[src/rtl/mem_bus_pkg.sv]
// Shared types and default widths for the ICache/DCache memory arbiter.
package mem_bus_pkg;
  localparam int unsigned ADDR_WIDTH_DEF = 32;
  localparam int unsigned DATA_WIDTH_DEF = 32;

  typedef enum logic [1:0] {IDLE, GRANT_I, GRANT_D, DRAIN} arb_state_t;
  typedef enum logic {REQ_ICACHE, REQ_DCACHE} requester_t;
endpackage

[src/rtl/rr_arbiter2.sv]
// Two-way grant logic for I and D with round-robin or fixed D-wins priority.
module rr_arbiter2
  import mem_bus_pkg::*;
#(
  parameter int FIXED_PRIORITY = 0
) (
  input  logic clk,
  input  logic rst,
  input  logic req_i,
  input  logic req_d,
  input  logic accept,
  output logic grant_i,
  output logic grant_d
);

  requester_t last_grant;

  always_comb begin
    grant_i = 1'b0;
    grant_d = 1'b0;
    if (req_i && req_d) begin
      if ((FIXED_PRIORITY != 0) || (last_grant == REQ_ICACHE)) grant_d = 1'b1;
      else grant_i = 1'b1;
    end else begin
      grant_i = req_i;
      grant_d = req_d;
    end
  end

  always_ff @(posedge clk) begin
    if (rst) begin
      last_grant <= REQ_DCACHE;
    end else if (accept) begin
      if (grant_i) last_grant <= REQ_ICACHE;
      else if (grant_d) last_grant <= REQ_DCACHE;
    end
  end

endmodule

[src/rtl/memory_arbiter.sv]
// Shares the external memory port between ICache misses and DCache accesses,
// holding each request until memory answers and discarding abandoned responses.
module memory_arbiter
  import mem_bus_pkg::*;
#(
  parameter int ADDR_WIDTH     = ADDR_WIDTH_DEF,
  parameter int DATA_WIDTH     = DATA_WIDTH_DEF,
  parameter int FIXED_PRIORITY = 0
) (
  input  logic                  clk,
  input  logic                  rst,
  input  logic                  icache_read_request,
  input  logic [ADDR_WIDTH-1:0] icache_addr,
  output logic                  icache_read_response,
  output logic [DATA_WIDTH-1:0] icache_read_data,
  input  logic                  dcache_read_request,
  input  logic                  dcache_write_request,
  input  logic [ADDR_WIDTH-1:0] dcache_addr,
  input  logic [DATA_WIDTH-1:0] dcache_write_data,
  output logic                  dcache_read_response,
  output logic                  dcache_write_response,
  output logic [DATA_WIDTH-1:0] dcache_read_data,
  output logic                  memory_read_request,
  output logic                  memory_write_request,
  output logic [ADDR_WIDTH-1:0] memory_addr,
  output logic [DATA_WIDTH-1:0] memory_write_data,
  input  logic                  memory_read_response,
  input  logic                  memory_write_response,
  input  logic [DATA_WIDTH-1:0] memory_read_data
);

  arb_state_t state, state_next;
  logic is_write;
  logic req_d;
  logic idle;
  logic grant_i, grant_d;
  logic owner_req;
  logic mem_rsp;

  assign req_d = dcache_read_request | dcache_write_request;
  assign idle  = (state == IDLE);

  rr_arbiter2 #(.FIXED_PRIORITY(FIXED_PRIORITY)) u_rr (
    .clk     (clk),
    .rst     (rst),
    .req_i   (icache_read_request),
    .req_d   (req_d),
    .accept  (idle),
    .grant_i (grant_i),
    .grant_d (grant_d)
  );

  // Only the response matching the latched direction counts; the other is spurious.
  assign mem_rsp = is_write ? memory_write_response : memory_read_response;

  always_comb begin
    owner_req = 1'b0;
    if (state == GRANT_I) owner_req = icache_read_request;
    else if (state == GRANT_D) owner_req = is_write ? dcache_write_request : dcache_read_request;
  end

  always_comb begin
    state_next = state;
    unique case (state)
      IDLE: begin
        if (grant_i) state_next = GRANT_I;
        else if (grant_d) state_next = GRANT_D;
      end
      GRANT_I, GRANT_D: begin
        // A response in the same cycle the owner lets go is still delivered.
        if (mem_rsp) state_next = IDLE;
        else if (!owner_req) state_next = DRAIN;
      end
      DRAIN: begin
        if (mem_rsp) state_next = IDLE;
      end
      default: state_next = IDLE;
    endcase
  end

  always_ff @(posedge clk) begin
    if (rst) begin
      state             <= IDLE;
      is_write          <= 1'b0;
      memory_addr       <= '0;
      memory_write_data <= '0;
    end else begin
      state <= state_next;
      if (idle && grant_i) begin
        memory_addr <= icache_addr;
        is_write    <= 1'b0;
      end else if (idle && grant_d) begin
        memory_addr       <= dcache_addr;
        memory_write_data <= dcache_write_data;
        is_write          <= dcache_write_request;
      end
    end
  end

  assign memory_read_request  = !idle && !is_write;
  assign memory_write_request = !idle && is_write;

  assign icache_read_response  = (state == GRANT_I) && memory_read_response;
  assign dcache_read_response  = (state == GRANT_D) && !is_write && memory_read_response;
  assign dcache_write_response = (state == GRANT_D) && is_write && memory_write_response;

  assign icache_read_data = icache_read_response ? memory_read_data : '0;
  assign dcache_read_data = dcache_read_response ? memory_read_data : '0;

endmodule
[config.mk]
export PLATFORM = sky130hd
export DESIGN_NAME = memory_arbiter
export DESIGN_NICKNAME = d
export VERILOG_FILES = /design/src/rtl/mem_bus_pkg.sv /design/src/rtl/rr_arbiter2.sv /design/src/rtl/memory_arbiter.sv
export SDC_FILE = /design/constraint.sdc
export NUM_CORES = 1
export LEC_CHECK = 0
export CAP_MARGIN = 30
export CORE_MARGIN = 4
export CORE_UTILIZATION = 32
export CTS_CLUSTER_SIZE = 10
export DETAILED_ROUTE_END_ITERATION = 7
export PLACE_DENSITY = 0.81
export SYNTH_ARGS = -nofsm -noshare
export SYNTH_HDL_FRONTEND = slang
export SYNTH_SLANG_ARGS = --single-unit
export TNS_END_PERCENT = 50
[constraint.sdc]
create_clock -name clk -period 2.66 [get_ports clk]
set_input_delay 0.532 -clock clk [delete_from_list [all_inputs] [get_ports clk]]
set_output_delay 0.532 -clock clk [all_outputs]
set_load 0.02 [all_outputs]
==> implementation parameters, run 1 <==
Parameter                              Value

Worst hold path
  Hold Path Stages    2
  Startpoint of the most critical hold path    memory_addr[29]
  Worst min-delay path endpoint    memory_addr[29]
  Tightest Hold Check Type    flop to flop

Floorplanning
  Area of the placeable core    about 9300 um^2
  Initial cell density of the core    between 30% and 40%
  Die height    107 um
  Number of ports placed on the die boundary    approximately 270
  Area of the die    roughly 11000 um^2
  Rows    35
  Die Width    107 um

Worst setup path
  Sequence of cells on the critical path    clkdlybuf4s50_1, nand2_1, nor2_1, buf_12, clkdlybuf4s50_1
  Critical path endpoint category    output port
  Critical Path Start Type    input pin
  R2r setup slk    between 0.5 and 0.6 ns
  Crit-path most repeated cell    sky130_fd_sc_hd__clkdlybuf4s50_1
  Data arrival time of the critical path    roughly 2.1 ns
  Reg2reg end    state[1]
  Highest fanout seen on the critical path    33
  Reg2reg start    state[1]
  Master of the slowest instance on the critical path    sky130_fd_sc_hd__clkdlybuf4s50_1
  CP max stage delay    0.62 ns
  Worst r2r path cells    6
  CP Class    input pin to output port
  CP required    roughly 2.1 ns

Cells and area
  Number of antenna repair diodes    0
  Commonest cells after routing, fill and taps aside    sky130_fd_sc_hd__clkdlybuf4s50_1, sky130_fd_sc_hd__nand2_1, sky130_fd_sc_hd__dfxtp_1
  Leading cell type in the layout, fill and taps excluded    sky130_fd_sc_hd__clkdlybuf4s50_1
  Share of the core filled with cells    66.1%
  Layout-stage area growth over the synthesis result    98.3%
  Area taken by flip-flops and latches    about 1400 um^2
  Filler-free cell count of the finished design    slightly below 800
  Multi-input gate area in the final layout    ~1600 um^2
  Net total in the final layout    between 700 and 800
  Share of final-layout standard cells stronger than drive strength 1    5.93%
  Post-route standard cell area excluding fillers    6160 um^2
  # fillers    between 800 and 900

Clock tree
  Total clock sinks    68
  H-tree depth    3
  Clock tree from TritonCTS    built
  Hold buffer count at CTS    0
  Clk buf depth    2
  Clock Latency Late Sink    ~0.34 ns
  Post-CTS setup buffer count    0
  Clock slew at the register clock pins of the worst setup and hold paths    0.06 ns
  Total CTS buffers    9
  Clk Tree Root Cell    sky130_fd_sc_hd__clkbuf_8

STA
  Post-route setup TNS    0 ns
  Worst setup skew after layout    0.0136 ns
  Crit path time final    ~2.6 ns
  Number of setup violations in the final report    0
  Max Clock Freq    around 380 MHz
  RSZ-0062 raised after global routing    false
  Slew at the pin with the worst max-slew slack    0.606 ns
  Fin crit share    a little over nine tenths
  Worst slew margin relative to its limit    between 50% and 60%
  Pins Over Slew Limit    0
  Hold Violations, Final    0

Outcome
  Status    completed

Placement
  Buffers on Ports    between 200 and 300
  Instance area after placement    around 6000 um^2
  Detailed placement HPWL    9840 um
  Total placed cells including tap cells    771
  Weighted congestion at the end of routability-driven global placement    between 0.8 and 0.9

Detailed routing
  Routed via count    3731
  Routed via count divided by cell count    roughly 4.7
  DRT iter0 DRCs    139
  Initial DRT Pass Iterations    4
  Antenna violation net count after detailed routing    0
  Drc violations    0
  Final routed wirelength across all metal layers    between 10000 and 15000 um
  WL/cell    ~16 um

Yosys
  Synth warn    0
  Count of mapped cells out of synthesis    396
  Sequential element share of the synthesized area    a little over two fifths
  Count of distinct cell types in the synthesized netlist    28
  Post-Synthesis Net Count    roughly 540
  Post-synthesis register bit count    between 60 and 70
  Cell Area, Synth    around 3100 um^2
  Synth Area per Inst    7.85 um^2

Global route
  Met1 track demand over resource in global routing    a little under a fifth
  M2 GR Usage    roughly two fifths
  Most congested layer reported by global routing    met2
  Global Route met3 Usage    7.89%
  Overall overflow remaining after global route    0
  Number of global-route vias before repair    ~3500
  Combined global-route utilization of all metal layers    20.1%
  Largest net degree at the start of global routing    60
  Number of antenna violations at the first check in global routing    0
  Wire length of the first global-routing pass    18000 um

Pwr
  Leakage power total    approximately 2.6 nW
  Maximum vdd drop    around 0.00048 V
  Power density cells    between 800 and 900 nW/um^2

Job
  Number of max-capacitance violations reported    0
==> Yosys cell counts, drive strengths merged <==
master	instances	share of area (%)
o21a	1	0.24
a22oi	32	7.7
inv	4	0.48
buf	6	0.97
clkbuf	27	3.3
a21o	1	0.24
a21oi	66	11
o311a	1	0.32
nand2	98	12
and2b	1	0.28
a31oi	1	0.40
o21ai	1	0.16
nor2	5	0.68
o31ai	1	0.24
mux2i	1	0.32
o21ba	2	0.64
nand3b	1	0.24
or4b	1	0.44
dfxtp	68	44
and3	33	6.6
ha	4	1.6
nor3	3	0.48
a311o	1	0.32
a211o	1	0.28
and2	33	6.6
mux2	3	1.1
==> cells by family after synthesis <==
| group | synth area share [%] |
|---|---|
| AOI/OAI and AO/OA | 21.2 |
| adders and majority gates | 1.61 |
| buffers and inverters | 4.71 |
| DFF | 43.8 |
| muxes | 1.41 |
| and+or+nand+nor | 27.3 |
==> report_power, final <==
group / internal (mW) / total (mW) / switching [mW]
combinational: 1.20 / 2.62 / 1.42
clock: 0.583 / 0.982 / 0.399
sequential: 1.26 / 1.40 / 0.132
total: 3.05 / 5.00 / 1.95
==> what timing repair did <==
action / in CTS / in global routing
gates resized for setup: 32 / 3
pin swaps: 0 / 0
gates cloned: 0 / 0
hold endpoints to repair: 0 / 0
endpoints found under the setup margin: 32 / 22
==> final cells by class <==
class / instances / share of cell area (%)
Timing Repair Buffer: 279 / 44.9
Clock buffer: 11 / 2.46
Clock inverter: 5 / 1.34
Sequential cell: 68 / 22.1
Tap cell: 129 / 2.62
Inverter: 4 / 0.244
Multi-Input combinational cell: 291 / 26.4
==> registers in the layout (all words and copies together), names as in the netlist <==
name and cells:
u_rr.last_grant 1, memory_addr 32, is_write 1, memory_write_data 32, state 2
==> layer usage <==
| layer | vias up | routed length [um] |
|---|---|---|
| li1 | 1868 | - |
| met1 | 1681 | 4300 |
| met2 | 168 | 6610 |
| met3 | 14 | 1210 |
| met4 | 0 | 218 |
| met5 | - | 0 |
==> critical path, delay by kind of cell <==
family,cells,cell delay (ns)
buffers and inverters,3,1.31
AND/OR/NAND/NOR,2,0.23
==> worst max path at each step <==
stage                                     from                    to  slack (ns)  cells after the start
after floorplan                       state[0]  dcache_read_data[22]        0.69                      6
after global placement    memory_read_response  dcache_read_data[18]       -0.04                      6
after detailed placement  memory_read_response  dcache_read_data[13]       -0.08                      6
after CTS                 memory_read_response  icache_read_data[25]       0.003                      4
after global routing      memory_read_response  dcache_read_response       0.005                      5
final                     memory_read_response  dcache_read_response        0.04                      5
==> stage by stage <==
stage	power, mW	hold slack, ns	setup slack, ns
2_1_floorplan	2.82	0.474	0.687
3_3_place_gp	4.04	0.441	-0.0392
3_5_place_dp	4.11	0.445	-0.0770
4_1_cts	5.05	0.454	0.00264
5_1_grt	5.29	0.474	0.00493
6_report	5.00	0.452	0.0364
(Power assumes the default switching activity.)
==> run 2, diff against run 1 <==
Settings changed: CORE_UTILIZATION 32 to 34, SYNTH_HIERARCHICAL set to 1.
==> run 2 against run 1 <==
Compared with the run above: critical endpoint unchanged; non-clock buffer count grew 2; worst setup slack gained 0.040 ns; clock-buffer cell count fell by 2; critical path type unchanged; highest routed layer unchanged; via count grew 8.0%.
==> implementation parameters, run 2 <==
Parameter                              Value

Yosys
  Top cell type's share of synthesized area    between 30% and 40%
  Most instantiated flip-flop cell in the synthesis netlist    sky130_fd_sc_hd__dfxtp_1
  Count of distinct cell types in the synthesized netlist    32
  Leading cell type by number of instances after synthesis    sky130_fd_sc_hd__nand2_1
  Share of async-settable or async-resettable flops after synthesis    0%
  Number of flops mapped to enable cells by yosys    0
  Most common library cells after synthesis    sky130_fd_sc_hd__nand2_1, sky130_fd_sc_hd__dfxtp_1, sky130_fd_sc_hd__nor2_1
  Count of mapped cells out of synthesis    between 400 and 500
  Cell Area, Synth    3570 um^2
  Cell types with the largest area share after synthesis    sky130_fd_sc_hd__dfxtp_1, sky130_fd_sc_hd__a311oi_2, sky130_fd_sc_hd__nand2_1
  Cell accounting for the most synthesized area    sky130_fd_sc_hd__dfxtp_1
  Post-Synthesis Net Count    583
  Synth Area per Inst    approximately 8.0 um^2
  Sequential element share of the synthesized area    between 30% and 40%
  Post-synthesis register bit count    between 60 and 70
  Synth warn    6

Placement
  Total placed cells including tap cells    about 820
  Weighted congestion at the end of routability-driven global placement    roughly 0.83
  Buffers on Ports    around 270
  Instance area after placement    between 6000 and 7000 um^2
  Detailed placement HPWL    about 9900 um
  Pre-CTS worst setup slack    -0.0340 ns

Worst setup path
  Data arrival time of the critical path    approximately 2.1 ns
  Critical Path Start Type    input pin
  Crit. Startpoint    memory_read_response
  CP Class    input pin to output port
  Reg2reg end    memory_addr[14]
  Highest fanout seen on the critical path    33
  Critical Path Sink    dcache_read_response
  R2r setup slk    between 0.8 and 0.9 ns
  Reg2reg start    u_rr/last_grant
  CP required    2.13 ns
  Worst r2r path cells    5
  Critical path endpoint category    output port

Detailed routing
  Drc violations    0
  Routed via count divided by cell count    between 4 and 5
  Routed via count    between 4000 and 5000
  Antenna violation net count after detailed routing    0
  Initial DRT Pass Iterations    5
  Final routed wirelength across all metal layers    approximately 13000 um
  DRT iter0 DRCs    about 160
  WL/cell    between 15 and 20 um

Clock tree
  Clk buf depth    2
  Total CTS buffers    9
  Clock tree from TritonCTS    built
  Clock Latency Late Sink    between 0.3 and 0.4 ns
  H-tree depth    3
  Total clock sinks    68
  Hold buffer count at CTS    0
  Post-CTS setup buffer count    0
  Clk Tree Root Cell    sky130_fd_sc_hd__clkbuf_8
  Clock slew at the register clock pins of the worst setup and hold paths    roughly 0.070 ns

Global route
  Number of antenna violations at the first check in global routing    0
  Number of global-route vias before repair    3909
  Met1 track demand over resource in global routing    22.9%
  Wire length of the first global-routing pass    19900 um
  Global Route met3 Usage    ~7%
  Largest net degree at the start of global routing    69
  Most congested layer reported by global routing    met2
  M2 GR Usage    between 30% and 40%
  Overall overflow remaining after global route    0
  Combined global-route utilization of all metal layers    between 10% and 20%

Floorplanning
  Die height    110 um
  Number of ports placed on the die boundary    268
  Die Width    approximately 110 um
  Initial cell density of the core    approximately a third
  Rows    37
  Area of the die    12200 um^2
  Area of the placeable core    around 10000 um^2

Job
  Number of max-capacitance violations reported    0

Cells and area
  Layout-stage area growth over the synthesis result    84.4%
  Number of antenna repair diodes    0
  Largest registers    memory_addr x32, memory_write_data x32, state x2
  # fillers    ~890
  Post-route standard cell area excluding fillers    approximately 6600 um^2
  Commonest cells after routing, fill and taps aside    sky130_fd_sc_hd__clkdlybuf4s50_1, sky130_fd_sc_hd__nand2_1, sky130_fd_sc_hd__dfxtp_1
  Share of final-layout standard cells stronger than drive strength 1    9.74%
  Filler-free cell count of the finished design    about 830
  Leading cell type in the layout, fill and taps excluded    sky130_fd_sc_hd__clkdlybuf4s50_1
  Net total in the final layout    between 800 and 900

STA
  Worst slew margin relative to its limit    56.5%
  Worst setup skew after layout    approximately 0.0084 ns
  Pins Over Slew Limit    0
  Crit path time final    between 2 and 3 ns
  Max Clock Freq    387 MHz
  Hold Violations, Final    0
  Number of setup violations in the final report    0
  Fin crit share    between 90% and 100%
  Slew at the pin with the worst max-slew slack    around 0.65 ns
  Worst Setup Slack, final    around 0.077 ns
  RSZ-0062 raised after global routing    false

Pwr
  Maximum vdd drop    0.000630 V
  Post-route total power    5.79 mW
  Power density cells    881 nW/um^2
  Leakage power total    2.83 nW

Outcome
  Status    completed

Worst hold path
  Tightest Hold Check Type    flop to flop
[run 2: what timing repair did]
| item | CTS | global route |
|---|---|---|
| setup endpoints to repair | 33 | 12 |
| cloned | 0 | 0 |
| endpoints found under the hold margin | 0 | 0 |
| gates resized for setup | 33 | 9 |
[run 2: worst min path at each step]
stage	startpoint	to	slack (ns)	cells after the start
floorplan	u_rr/last_grant	u_rr/last_grant	0.49	2
global placement	memory_write_data[1]	memory_write_data[1]	0.44	2
detailed placement	memory_write_data[1]	memory_write_data[1]	0.45	2
CTS	memory_write_data[1]	memory_write_data[1]	0.46	2
global route	memory_write_data[1]	memory_write_data[1]	0.48	2
finish	memory_write_data[17]	memory_write_data[17]	0.46	2
[run 2: through the flow]
stage                      TNS, ns  hold WS [ns]  util [%]
after floorplan                  0         0.495         -
after global routing             0         0.477      64.0
after detailed placement    -0.298         0.446      61.9
final                            0         0.457      64.0
after CTS                        0         0.457      63.8
after global placement    -0.00119         0.442      61.9
[run 2: cell families after synthesis]
kind of cell / share of synthesized area [%]
buffers and inverters: 6.88
AO/OA/AOI/OAI: 20.9
flip-flops: 38.2
adder cells (fa/ha/maj): 1.75
multiplexers: 0.561
AND/OR/NAND/NOR: 31.8
[run 2: worst max-delay path, cell delays in order]
cell	delay, ns
sky130_fd_sc_hd__clkdlybuf4s50_1	0.52
sky130_fd_sc_hd__and3b_2	0.22
sky130_fd_sc_hd__buf_12	0.16
sky130_fd_sc_hd__clkdlybuf4s50_1	0.61
[run 2: final cells by class]
type | count | area (um^2) | area share, %
Multi-Input combinational cell | 327 | 1960 | 29.9
Tap cell | 136 | 170 | 2.59
Clock buffer | 9 | 124 | 1.88
Clock inverter | 7 | 98.8 | 1.50
Inverter | 6 | 22.5 | 0.342
Timing Repair Buffer | 281 | 2840 | 43.1
Sequential cell | 68 | 1360 | 20.7
[run 2: metal layers]
metal / part of all wire, % / routed length [um] / vias to the layer above
met5: 0 / 0 / -
met3: 7.3 / 937 / 18
met4: 1.6 / 206 / 0
met1: 41 / 5200 / 1855
li1: - / - / 2013
met2: 51 / 6480 / 142
[run 2: power by group]
| part | internal, mW | switching (mW) | total [mW] |
|---|---|---|---|
| logic | 1.51 | 1.85 | 3.36 |
| clock network | 0.532 | 0.400 | 0.932 |
| registers | 1.33 | 0.170 | 1.50 |
==> patch: new RTL, config.mk and constraints of run 2 <==
Re-encode `arb_state_t` (4 states) as one-hot, 4 bits wide.
--- a/src/rtl/mem_bus_pkg.sv
+++ b/src/rtl/mem_bus_pkg.sv
@@ -3,7 +3,7 @@
   localparam int unsigned ADDR_WIDTH_DEF = 32;
   localparam int unsigned DATA_WIDTH_DEF = 32;
 
-  typedef enum logic [1:0] {IDLE, GRANT_I, GRANT_D, DRAIN} arb_state_t;
+  typedef enum logic [3:0] {IDLE = 4'b0001, GRANT_I = 4'b0010, GRANT_D = 4'b0100, DRAIN = 4'b1000} arb_state_t;
   typedef enum logic {REQ_ICACHE, REQ_DCACHE} requester_t;
 endpackage
 
Formal check against the unedited RTL: same outputs for any inputs over 10 cycles, from zero or initial values and one cycle with rst high; not proved beyond that.
==> patch against run 2 <==
  * Cell area shrank 1.4%
  * Utilization is 1.2 points higher
  * Worst setup slack better by 19 ps
  * Sequential cell count up 2
  * Clock skew up 3.5 ps
  * Area after synthesis shrank 0.67%
  * Routed wire length is 22% higher
  * Count of clock-buffer cells in the layout up 2
Power is not compared: it rests on default switching activity, and its combinational part moved more than twofold at a synthesized area within 25%.
==> patch: results (changes against run 2) <==
Nets: 831 (-0.24%)
Multi-input combinational area share: 29.33% (-0.54 points)
Hpwl dp: 11450 µm (+15%)
Buffer share of cell area: 43.20% (+0.086 points)
Setup crit start: state[2]
GPL Wtd Cong: 0.8437 (+1.7%)
DR vias: 4468 (+11%)
Inverters, non-clock: 5 (-1)
Worst-Margin Slew: 758.9 ps (+111.5 ps)
CP Capture Point: dcache_read_data[30]
Biggest regs: memory_addr (32), memory_write_data (32), state (4)
WHS: 477.9 ps (+20.95 ps)
ANT cells: 5 (+5)
Clock skew: 11.88 ps (+3.476 ps)
Post-DR wirelength/cell: 18.65 µm (+21%)
Synth Area in Compound Gates: 24.06% (+3.2 points)
Worst-Skew Late Latency: 350 ps (+20 ps)
GRT Overall Usage: 24.22% (+4.5 points)
Reg-to-reg critical path endpoint: memory_addr[27]
Clock buf count: 11 (+2)
Sequential cell area: 0.001403 mm² (+3.0%)
Share of cells above drive strength 1: 8.987% (-0.75 points)
Syn Nets: 588 (+0.86%)
CTS resizes: 51 (+55%)
Multiplexer share of the synthesized area: 0.2826% (-0.28 points)
Startpoint of the worst hold path: memory_write_data[27]
Mapped Cells: 453 (+2.3%)
Seq/total area: 21.63% (+0.93 points)
Detailed Route Iter0 Violations: 274 (+73%)
Crit-path leading delay family: simple AND/OR/NAND/NOR gates
CP max-delay cell: or4b_4
#MultiIn Comb: 325 (-0.61%)
Peak Freq: 390.0 MHz (+0.74%)
Fin Setup TNS: 0 ps (unchanged)
R2R Path Start: state[3]
Adder-cell share of the synthesized area: 0% (-1.8 points)
Synth Register Bits: 70 (+2.9%)
Run status: completed
Synth area leaders: dfxtp_1, and2_1, nand3_1
Hold Path Sink: memory_write_data[27]
Critical Path AT: 2030 ps (-20 ps)
Post-synth ARST share: 0% (unchanged)
Worst Reg-to-Reg Cells: 6 (+1)
Mapped Area: 0.003542 mm² (-0.67%)
R2R Setup Slk: 310 ps (-550 ps)
First-pass GRT wire length: 22700 µm (+14%)
CTS H-Tree Depth: 3 (unchanged)
Via count of the first global-routing pass: 4289 (+9.7%)
Sequential-to-total area share from yosys stat: 39.56% (+1.4 points)
CP peak stage delay: 500 ps (-110 ps)
Filler cells: 858 (-3.8%)
Post-synth top cells: dfxtp_1, nand3_1, and2_1
Final clock-cell share: 2.720% (-0.67 points)
Antenna violations before repair: 3 (+3)
Area post-placement: 0.006345 mm² (-0.33%)
[patch: cell types whose count changed after synthesis, moves of 6 or more]
| cell | before | now |
|---|---|---|
| nand2_1 | 98 | 2 |
| buf_4 | 11 | 0 |
| nor2_1 | 36 | 5 |
| o21ai_0 | 2 | 61 |
| a311oi_1 | 0 | 30 |
| and3_1 | 34 | 2 |
| nor3_1 | 0 | 30 |
| nand3_1 | 32 | 68 |
| a311oi_2 | 30 | 0 |
| and2_1 | 33 | 65 |
| clkbuf_1 | 17 | 36 |
| o21ai_1 | 0 | 6 |
[patch: metal layers]
layer	GRT usage, %	vias to the layer above	part of all wire [%]	routed length [µm]
li1	-	2125	-	-
met1	25.93	2097	35	5487
met4	11.31	0	3.0	474
met2	42.29	216	52	8093
met5	0	-	0	0
met3	8.794	30	10	1593
[patch: worst register-to-register path, delay by kind of cell (launching register included)]
kind,cells,cell delay (ps)
flops,1,320
buf+inv,3,490
compound gates,1,410
simple gates,2,1040
